`src/rtl/alu_issue_if.sv`:
```
// Command, ALU and completion signal bundle for alu_issue.
// The slave modport is the issue block; the master modport is the
// surrounding environment (command source, downstream ALU, observer).
interface alu_issue_if #(
  parameter int RF_AW = 3
);
  logic             cmd_valid;
  logic             cmd_ready;
  logic [5:0]       cmd_fn;
  logic [RF_AW-1:0] cmd_rd;
  logic [RF_AW-1:0] cmd_ra;
  logic [RF_AW-1:0] cmd_rb;
  logic             cmd_imm_en;
  logic [31:0]      cmd_imm;

  logic [5:0]       alu_fn;
  logic [31:0]      alu_a;
  logic [31:0]      alu_b;
  logic [31:0]      alu_y;

  logic             done;
  logic [RF_AW-1:0] done_rd;
  logic [31:0]      done_data;

  logic [RF_AW-1:0] dbg_addr;
  logic [31:0]      dbg_data;

  modport slave (
    input  cmd_valid, cmd_fn, cmd_rd, cmd_ra, cmd_rb, cmd_imm_en, cmd_imm,
    output cmd_ready,
    output alu_fn, alu_a, alu_b,
    input  alu_y,
    output done, done_rd, done_data,
    input  dbg_addr,
    output dbg_data
  );

  modport master (
    output cmd_valid, cmd_fn, cmd_rd, cmd_ra, cmd_rb, cmd_imm_en, cmd_imm,
    input  cmd_ready,
    input  alu_fn, alu_a, alu_b,
    output alu_y,
    input  done, done_rd, done_data,
    output dbg_addr,
    input  dbg_data
  );
endinterface

```
`src/rtl/alu_issue.sv`:
```
// alu_issue: single-issue sequencer that reads operands from a small
// register file, drives a downstream registered ALU, and writes the result
// back. One command in flight; writeback completes before the next accept,
// so dependent commands need no hazard logic.
//
// Optional macro ALU_ISSUE_ILLEGAL_EN: adds the err output and an ALUFN
// legality check. Illegal codes complete normally but skip the RF write,
// report done_data = 0 and raise err for the WB cycle.
//
// state   | meaning
// --------+-------------------------------------------------------------
// IDLE    | cmd_ready high; waiting for cmd_valid
// ISSUE   | operands on alu_*; ALU samples them at the end of this cycle
// CAPTURE | alu_y valid; result written back at the end of this cycle
// WB      | done pulse with done_rd/done_data
module alu_issue #(
  parameter int RF_AW = 3
) (
  input  logic        clk,
  input  logic        rst,
  alu_issue_if.slave  bus
`ifdef ALU_ISSUE_ILLEGAL_EN
  ,
  output logic        err
`endif
);

  localparam int NREG = 2 ** RF_AW;

  typedef enum logic [1:0] {IDLE, ISSUE, CAPTURE, WB} state_t;

  state_t           state;
  logic [31:0]      rf [NREG];
  logic [RF_AW-1:0] rd_q;
  logic             wr_ok;

  // Register 0 is hard-wired to zero on every read path.
  function automatic logic [31:0] rf_rd(input logic [RF_AW-1:0] a);
    return (a == '0) ? 32'd0 : rf[a];
  endfunction

  assign bus.cmd_ready = (state == IDLE);
  assign bus.dbg_data  = rf_rd(bus.dbg_addr);

`ifdef ALU_ISSUE_ILLEGAL_EN
  logic illegal;

  // Classify the in-flight ALUFN; anything outside the legal set is illegal.
  always_comb begin
    illegal = 1'b1;
    case (bus.alu_fn)
      6'b000011, 6'b000101, 6'b000111, 6'b010000, 6'b010001,
      6'b101000, 6'b101110, 6'b100110, 6'b101001, 6'b101010: illegal = 1'b0;
      default: ;
    endcase
  end

  assign wr_ok = ~illegal;
`else
  assign wr_ok = 1'b1;
`endif

  // Sequencer, register file, ALU operand registers and completion outputs.
  always_ff @(posedge clk) begin
    if (rst) begin
      state         <= IDLE;
      for (int i = 0; i < NREG; i++) rf[i] <= '0;
      rd_q          <= '0;
      bus.alu_fn    <= '0;
      bus.alu_a     <= '0;
      bus.alu_b     <= '0;
      bus.done      <= 1'b0;
      bus.done_rd   <= '0;
      bus.done_data <= '0;
`ifdef ALU_ISSUE_ILLEGAL_EN
      err           <= 1'b0;
`endif
    end else begin
      bus.done <= 1'b0;
`ifdef ALU_ISSUE_ILLEGAL_EN
      err      <= 1'b0;
`endif
      case (state)
        IDLE: begin
          if (bus.cmd_valid) begin
            rd_q       <= bus.cmd_rd;
            bus.alu_fn <= bus.cmd_fn;
            bus.alu_a  <= rf_rd(bus.cmd_ra);
            bus.alu_b  <= bus.cmd_imm_en ? bus.cmd_imm : rf_rd(bus.cmd_rb);
            state      <= ISSUE;
          end
        end
        ISSUE: state <= CAPTURE;
        CAPTURE: begin
          // Writes to register 0 are dropped; illegal codes never write.
          if (wr_ok && (rd_q != '0)) rf[rd_q] <= bus.alu_y;
          bus.done_rd   <= rd_q;
          bus.done_data <= wr_ok ? bus.alu_y : 32'd0;
          bus.done      <= 1'b1;
`ifdef ALU_ISSUE_ILLEGAL_EN
          err           <= ~wr_ok;
`endif
          state         <= WB;
        end
        WB:      state <= IDLE;
        default: state <= IDLE;
      endcase
    end
  end

endmodule

```
`src/flat_wrapper.sv`:
```
// flat-port wrapper written by rule: the top's interface ports become plain ports
module alu_issue_flat 
#(
  parameter int RF_AW = 3
)
  (clk, rst, bus_cmd_valid, bus_cmd_fn, bus_cmd_rd, bus_cmd_ra, bus_cmd_rb, bus_cmd_imm_en, bus_cmd_imm, bus_cmd_ready, bus_alu_fn, bus_alu_a, bus_alu_b, bus_alu_y, bus_done, bus_done_rd, bus_done_data, bus_dbg_addr, bus_dbg_data);
  alu_issue_if #(.RF_AW(RF_AW)) bus_i ();
  input  logic clk;
  input  logic rst;
  input wire logic [$bits(bus_i.cmd_valid)-1:0] bus_cmd_valid;
  input wire logic [$bits(bus_i.cmd_fn)-1:0] bus_cmd_fn;
  input wire logic [$bits(bus_i.cmd_rd)-1:0] bus_cmd_rd;
  input wire logic [$bits(bus_i.cmd_ra)-1:0] bus_cmd_ra;
  input wire logic [$bits(bus_i.cmd_rb)-1:0] bus_cmd_rb;
  input wire logic [$bits(bus_i.cmd_imm_en)-1:0] bus_cmd_imm_en;
  input wire logic [$bits(bus_i.cmd_imm)-1:0] bus_cmd_imm;
  output wire logic [$bits(bus_i.cmd_ready)-1:0] bus_cmd_ready;
  output wire logic [$bits(bus_i.alu_fn)-1:0] bus_alu_fn;
  output wire logic [$bits(bus_i.alu_a)-1:0] bus_alu_a;
  output wire logic [$bits(bus_i.alu_b)-1:0] bus_alu_b;
  input wire logic [$bits(bus_i.alu_y)-1:0] bus_alu_y;
  output wire logic [$bits(bus_i.done)-1:0] bus_done;
  output wire logic [$bits(bus_i.done_rd)-1:0] bus_done_rd;
  output wire logic [$bits(bus_i.done_data)-1:0] bus_done_data;
  input wire logic [$bits(bus_i.dbg_addr)-1:0] bus_dbg_addr;
  output wire logic [$bits(bus_i.dbg_data)-1:0] bus_dbg_data;
  assign bus_i.cmd_valid = bus_cmd_valid;
  assign bus_i.cmd_fn = bus_cmd_fn;
  assign bus_i.cmd_rd = bus_cmd_rd;
  assign bus_i.cmd_ra = bus_cmd_ra;
  assign bus_i.cmd_rb = bus_cmd_rb;
  assign bus_i.cmd_imm_en = bus_cmd_imm_en;
  assign bus_i.cmd_imm = bus_cmd_imm;
  assign bus_cmd_ready = bus_i.cmd_ready;
  assign bus_alu_fn = bus_i.alu_fn;
  assign bus_alu_a = bus_i.alu_a;
  assign bus_alu_b = bus_i.alu_b;
  assign bus_i.alu_y = bus_alu_y;
  assign bus_done = bus_i.done;
  assign bus_done_rd = bus_i.done_rd;
  assign bus_done_data = bus_i.done_data;
  assign bus_i.dbg_addr = bus_dbg_addr;
  assign bus_dbg_data = bus_i.dbg_data;
  alu_issue #(.RF_AW(RF_AW)) u_core (.clk(clk), .rst(rst), .bus(bus_i));
endmodule
```
`config.mk`:
```
export PLATFORM = sky130hd
export DESIGN_NAME = alu_issue_flat
export DESIGN_NICKNAME = d
export VERILOG_FILES = /design/src/rtl/alu_issue_if.sv /design/src/rtl/alu_issue.sv /design/src/flat_wrapper.sv
export SDC_FILE = /design/constraint.sdc
export NUM_CORES = 1
export LEC_CHECK = 0
export CAP_MARGIN = 10
export CELL_PAD_IN_SITES_DETAIL_PLACEMENT = 1
export CELL_PAD_IN_SITES_GLOBAL_PLACEMENT = 2
export CORE_MARGIN = 5
export CORE_UTILIZATION = 40
export CTS_CLUSTER_DIAMETER = 60
export CTS_CLUSTER_SIZE = 10
export DETAILED_ROUTE_END_ITERATION = 16
export PLACE_DENSITY_LB_ADDON = 0.15
export RECOVER_POWER = 25
export SKIP_CTS_REPAIR_TIMING = 1
export SLEW_MARGIN = 20
export SYNTH_ARGS = -nofsm -noshare
export SYNTH_HDL_FRONTEND = slang
export SYNTH_SLANG_ARGS = --single-unit
export TNS_END_PERCENT = 5
```
`constraint.sdc`:
```
create_clock -name clk -period 6.9 [get_ports clk]
set_clock_uncertainty 0.2 [all_clocks]
set_input_delay 1.38 -clock clk [delete_from_list [all_inputs] [get_ports clk]]
set_output_delay 1.38 -clock clk [all_outputs]
set_load 0.005 [all_outputs]
```
# Word level (Yosys, flattened, before mapping)

Memories as Yosys holds them, arrays and structs flattened.
Index checks and enable logic that the tools add are counted.

Reduce and logical (&&, ||, !) cells: 7
Eq/ne operators: 4
Multiplexer cells: 16

Operators by type and width:

| operator                                                        | number |
|---|---|
| 32-bit two-way mux                                              | 5 |
| 32-bit OR reduction                                             | 1 |
| 3-bit logical NOT                                               | 3 |
| 1-bit two-way mux                                               | 8 |
| 2-bit case mux with 4 select lines                              | 1 |
| 2-bit == test, second input constant                            | 2 |
| 3-bit two-way mux                                               | 1 |
| 3-bit nonzero test                                              | 1 |
| 2-bit by 1-bit == test with 1-bit output, second input constant | 1 |
| 2-bit logical NOT                                               | 1 |
| 2-bit two-way mux                                               | 1 |
| 2-bit inequality test, second input constant                    | 1 |
| 2-bit AND reduction                                             | 1 |

Word-level logic and storage cells: 36
Register bits after elaboration: 111
Memories kept: 1
Memory bits (writable): 256
Output and inout port bits: 139

Memories:

| memory    | depth | width | read ports | clocked after memory_dff | write ports | RTL line        | text |
|---|---|---|---|---|---|---|---|
| u_core.rf | 8     | 32    | 3          | 0                        | 8           | alu_issue.sv:33 | `logic [31:0] rf [NREG];` |

# Depth between registers and ports, before layout

Depth after elaboration: 7
Mapped depth: 9
Gate-level depth less buffers: 6

# Worst setup path after synthesis

Ideal clock, no wire load.

Path kind: in2out
Start: input bus_dbg_addr[1]
End: output bus_dbg_data[11]
Cell stages on the path: 5
Data arrival time: 2.544 ns
Required time: 5.320 ns
Setup slack: 2.776 ns
Cells stage by stage: buf_2 > clkbuf_1 > mux2_2 > a221oi_1 > nor2_1

Longest elaborated chain between the ends: 2
Elaborated cells between the ends (all ways): 3
Classes of those cells: 1 x mux; 1 x reduce/logical; 1 x memory

RTL lines:

| item                                                          | RTL line           | text |
|---|---|---|
| start: declaration                                            | flat_wrapper.sv:25 | `input wire logic [$bits(bus_i.dbg_addr)-1:0] bus_dbg_addr;` |
| memory 8 x 32 bit / 3-bit logical NOT (equally long branches) | --                 |  |
| 32-bit two-way mux *                                          | alu_issue.sv:39    | `return (a == '0) ? 32'd0 : rf[a];` |
| end: declaration                                              | flat_wrapper.sv:26 | `output wire logic [$bits(bus_i.dbg_data)-1:0] bus_dbg_data;` |

Every way passes the cells marked *; elsewhere a longest branch is shown, timed or not.

# Worst setup path after layout

Start: input bus_dbg_addr[1]
End: output bus_dbg_data[19]

Same word-level chain as after synthesis.

==> results.sh <==
export IMPL_cp_arrival_ns=4.15
export IMPL_clk_latency_ns=0.57
export IMPL_hold_end="u_core.bus.alu_fn[4]$_SDFFE_PP0P_"
export IMPL_drtIter0Drc=1180
export IMPL_mappedNetlistArea_sq_um=18100
export IMPL_drcViolationCount=0
export IMPL_hpwl_um=40400
export IMPL_antenna_found_initial=3
export IMPL_ys_warn_count=0
export IMPL_ys_ff_latch=341
export IMPL_critPathMaxFanout=49
export IMPL_die_y_um=223
export IMPL_hold_path_startpoint="u_core.bus.alu_fn[4]$_SDFFE_PP0P_"
export IMPL_vdd_ir_drop_max_mv=0.230
export IMPL_syn_inst=1568
export IMPL_first_pass_iters=5
export IMPL_core_area_sq_um=45100
export IMPL_area_delta_synth_final_pct=21.8
export IMPL_grt_ovfl_total=0
export IMPL_ant_nets=0
export IMPL_rows=78
export IMPL_critical_path_top_delay_family="simple AND/OR/NAND/NOR gates"
export IMPL_track_usage=0.265
export IMPL_whs_path_depth=2
export IMPL_grt_max_degree=81
export IMPL_avgRoutedWirePerCell_um=28.7
export IMPL_cts_htree_levels=2
export IMPL_chipWidth_um=223
export IMPL_cts_buffers=42
export IMPL_crit_chain="buf_4 > nor2b_4 > a221oi_1 > nor2_1 > clkdlybuf4s50_1"
export IMPL_fillers=4753
export IMPL_violations="capacitance limit, slew limit"
export IMPL_startpoint_type="primary input"
export IMPL_reg2reg_slack_ns=2.72
export IMPL_final_core_util=0.489
export IMPL_port_buffers=224
export IMPL_start_util=0.401
export IMPL_cts_sinks=341
export IMPL_ys_flop_type="edfxtp_1"
export IMPL_wl_um=68200
export IMPL_grt_pass1_vias=15087
export IMPL_yosysSeqAreaShare=0.505
export IMPL_vias=14199
export IMPL_finalHoldViolCount=0
export IMPL_cpMaxStageDelayCell="nor2b_4"
export IMPL_cts_root_buf="clkbuf_16"
export IMPL_viasPerCell=5.99
export IMPL_rr_worst_depth=6
export IMPL_drive_above_1_share=0.146
export IMPL_cpPeakStageDelay_ns=1.05
export IMPL_worst_path_buf_inv=2
export IMPL_power_leakage_nw=8.20
export IMPL_path_clk_slew_ns=0.05
export IMPL_hp_class="reg2reg"
export IMPL_period_share=0.830
export IMPL_grt_pass1_wl_um=99500
export IMPL_cts_buffer_depth=3
export IMPL_timing_rr_end="u_core.rf[1][21]$_SDFFCE_PN0P_"
export IMPL_die_area_sq_um=49600
export IMPL_synthArstFlopShare=0
export IMPL_period_needed_ns=5.73
export IMPL_status="finished, violations left"
export IMPL_synth_edf_count=230
export IMPL_power_density_nw_per_um2=268
export IMPL_setup_tns_ns=0
export IMPL_synthDistinctLibCells=44
export IMPL_critPathKind="in2out"
export IMPL_routabilityCongestion=0.818
export IMPL_startpoint="bus_dbg_addr[1]"
export IMPL_slew_viol_final=149
export IMPL_setup_viol=0
export IMPL_worstPathRequired_ns=5.32
export IMPL_io_pin_count=225
export IMPL_syn_avg_cell_area_sq_um=11.5
export IMPL_rsz0062_at_grt="false"
export IMPL_regToRegStartpoint="u_core.state[0]$_SDFFE_PP0P_"
export IMPL_drv_cap=5
export IMPL_num_nets_final=1827
export IMPL_cts_tree="yes"
export IMPL_end_kind="output port"
export IMPL_worst_pin_slew_ns=2.40
export IMPL_timing_fmax_ghz=0.175
export IMPL_slew_headroom=-0.603
[sequential cells by signal (all words and copies together) (netlist names)]
register and count:
u_core.bus.alu_fn 6, u_core.rf 230, u_core.bus.alu_a 32, u_core.state 2, u_core.bus.alu_b 32, u_core.rd_q 3, u_core.bus.done_rd 3, u_core.bus.done_data 32
u_core.bus.done 1
[synthesized netlist by cell type (9+ instances only)]
cell type	instances	area [sq um]
a22oi_1	18	135
o21ai_1	18	90.1
nor2b_1	12	75.1
clkbuf_1	85	319
buf_2	29	145
and2_1	226	1410
a21oi_1	51	255
dfxtp_1	111	2220
mux4_2	35	788
a221o_1	13	130
mux2i_1	161	1610
a2111oi_0	17	149
mux2_2	79	890
a221oi_2	13	195
nor2_1	149	559
o21ai_0	18	90.1
a211oi_1	16	120
a221oi_1	51	447
buf_6	9	101
nand2_1	29	109
a22o_1	19	166
o22ai_1	42	263
inv_1	20	75.1
nor3_1	44	220
mux2_4	13	195
edfxtp_1	230	6910
and3_1	12	75.1
[metrics by stage]
step | instances | area, sq um | power (mW) | hold slack, ns | setup slack, ns
after floorplan | 1573 | 18100 | 3.16 | 0.244 | 2.78
after global placement | 2294 | 20800 | 3.82 | 0.243 | 1.22
after detailed placement | 2294 | 20800 | 3.85 | 0.251 | 1.24
after CTS | 2371 | 22100 | 5.94 | 0.261 | 1.25
after global routing | 2371 | 22000 | 6.13 | 0.289 | 1.14
final | 2372 | 22000 | 5.90 | 0.257 | 1.17
[report_power, final]
part	total (mW)	switching [mW]	internal, mW
combinational	1.31	0.711	0.601
clock	2.10	0.883	1.21
sequential	2.49	0.120	2.37
[metal layers]
| layer | track usage | vias to the layer above | part of all wire |
|---|---|---|---|
| li1 | - | 6178 | - |
| met1 | 0.342 | 7331 | 0.41 |
| met2 | 0.451 | 564 | 0.49 |
| met3 | 0.0531 | 122 | 0.069 |
| met4 | 0.0816 | 4 | 0.025 |
| met5 | 0 | - | 0.00059 |
[placed cells by master, fill, tap and decap left out, drive strengths merged, types with 3 or more instances in the layout]
cell           netlist  final
clkdlybuf4s50        0    215
clkbuf              85     76
dfxtp              111    111
buf                 56     43
a22o                19     19
ha                   3      3
nand3b               3      3
or2                  8      8
nor2b               12     12
a21oi               51     51
a211oi              16     16
clkinv               1      3
edfxtp             230    230
nand2               29     29
a221oi              64     64
nor2               150    150
a2111oi             17     17
nor3                44     44
a22oi               18     18
mux2                94     94
and3                12     12
mux4                35     35
conb                 1      6
inv                 20     23
mux2i              161    161
o21ai               36     36
o22ai               42     42
nand2b               6      6
and2               226    226
a221o               13     13
[how the worst max path moves through the flow]
stage / slack [ns] / depth (start not counted) / to
final: 1.17 / 5 / bus_dbg_data[19]
after global routing: 1.14 / 5 / bus_dbg_data[4]
after CTS: 1.25 / 5 / bus_dbg_data[19]
after detailed placement: 1.24 / 5 / bus_dbg_data[19]
after global placement: 1.22 / 5 / bus_dbg_data[19]
after floorplan: 2.78 / 5 / bus_dbg_data[11]
[layout make-up]
class | count | area (sq um) | area share
tap | 600 | 751 | 0.0341
clock buffer | 72 | 1240 | 0.0561
clock inverter | 5 | 30.0 | 0.00136
antenna | 1 | 2.50 | 0.000114
timing repair buffer | 262 | 2500 | 0.113
multi-input combinational | 1070 | 8320 | 0.377
sequential | 341 | 9130 | 0.414
inverter | 21 | 78.8 | 0.00358
[tightest hold or removal path, delay by kind of cell (launching register included)]
family / cells / cell delay (ns)
flops: 1 / 0.31
compound gates: 1 / 0.05
simple gates: 1 / 0.05
[cells by family (layout without fill, tap and decap cells)]
group	after synthesis	count (layout)	share of synthesized area
AND/OR/NAND/NOR	494	494	0.144
AO/OA/AOI/OAI	277	277	0.113
buffers and inverters	162	360	0.0425
flip-flops	341	341	0.505
multiplexers	290	290	0.194
adder cells (fa/ha/maj)	3	3	0.00207
other	1	7	0.000207
Note: power is estimated with default switching activity, not from simulation.
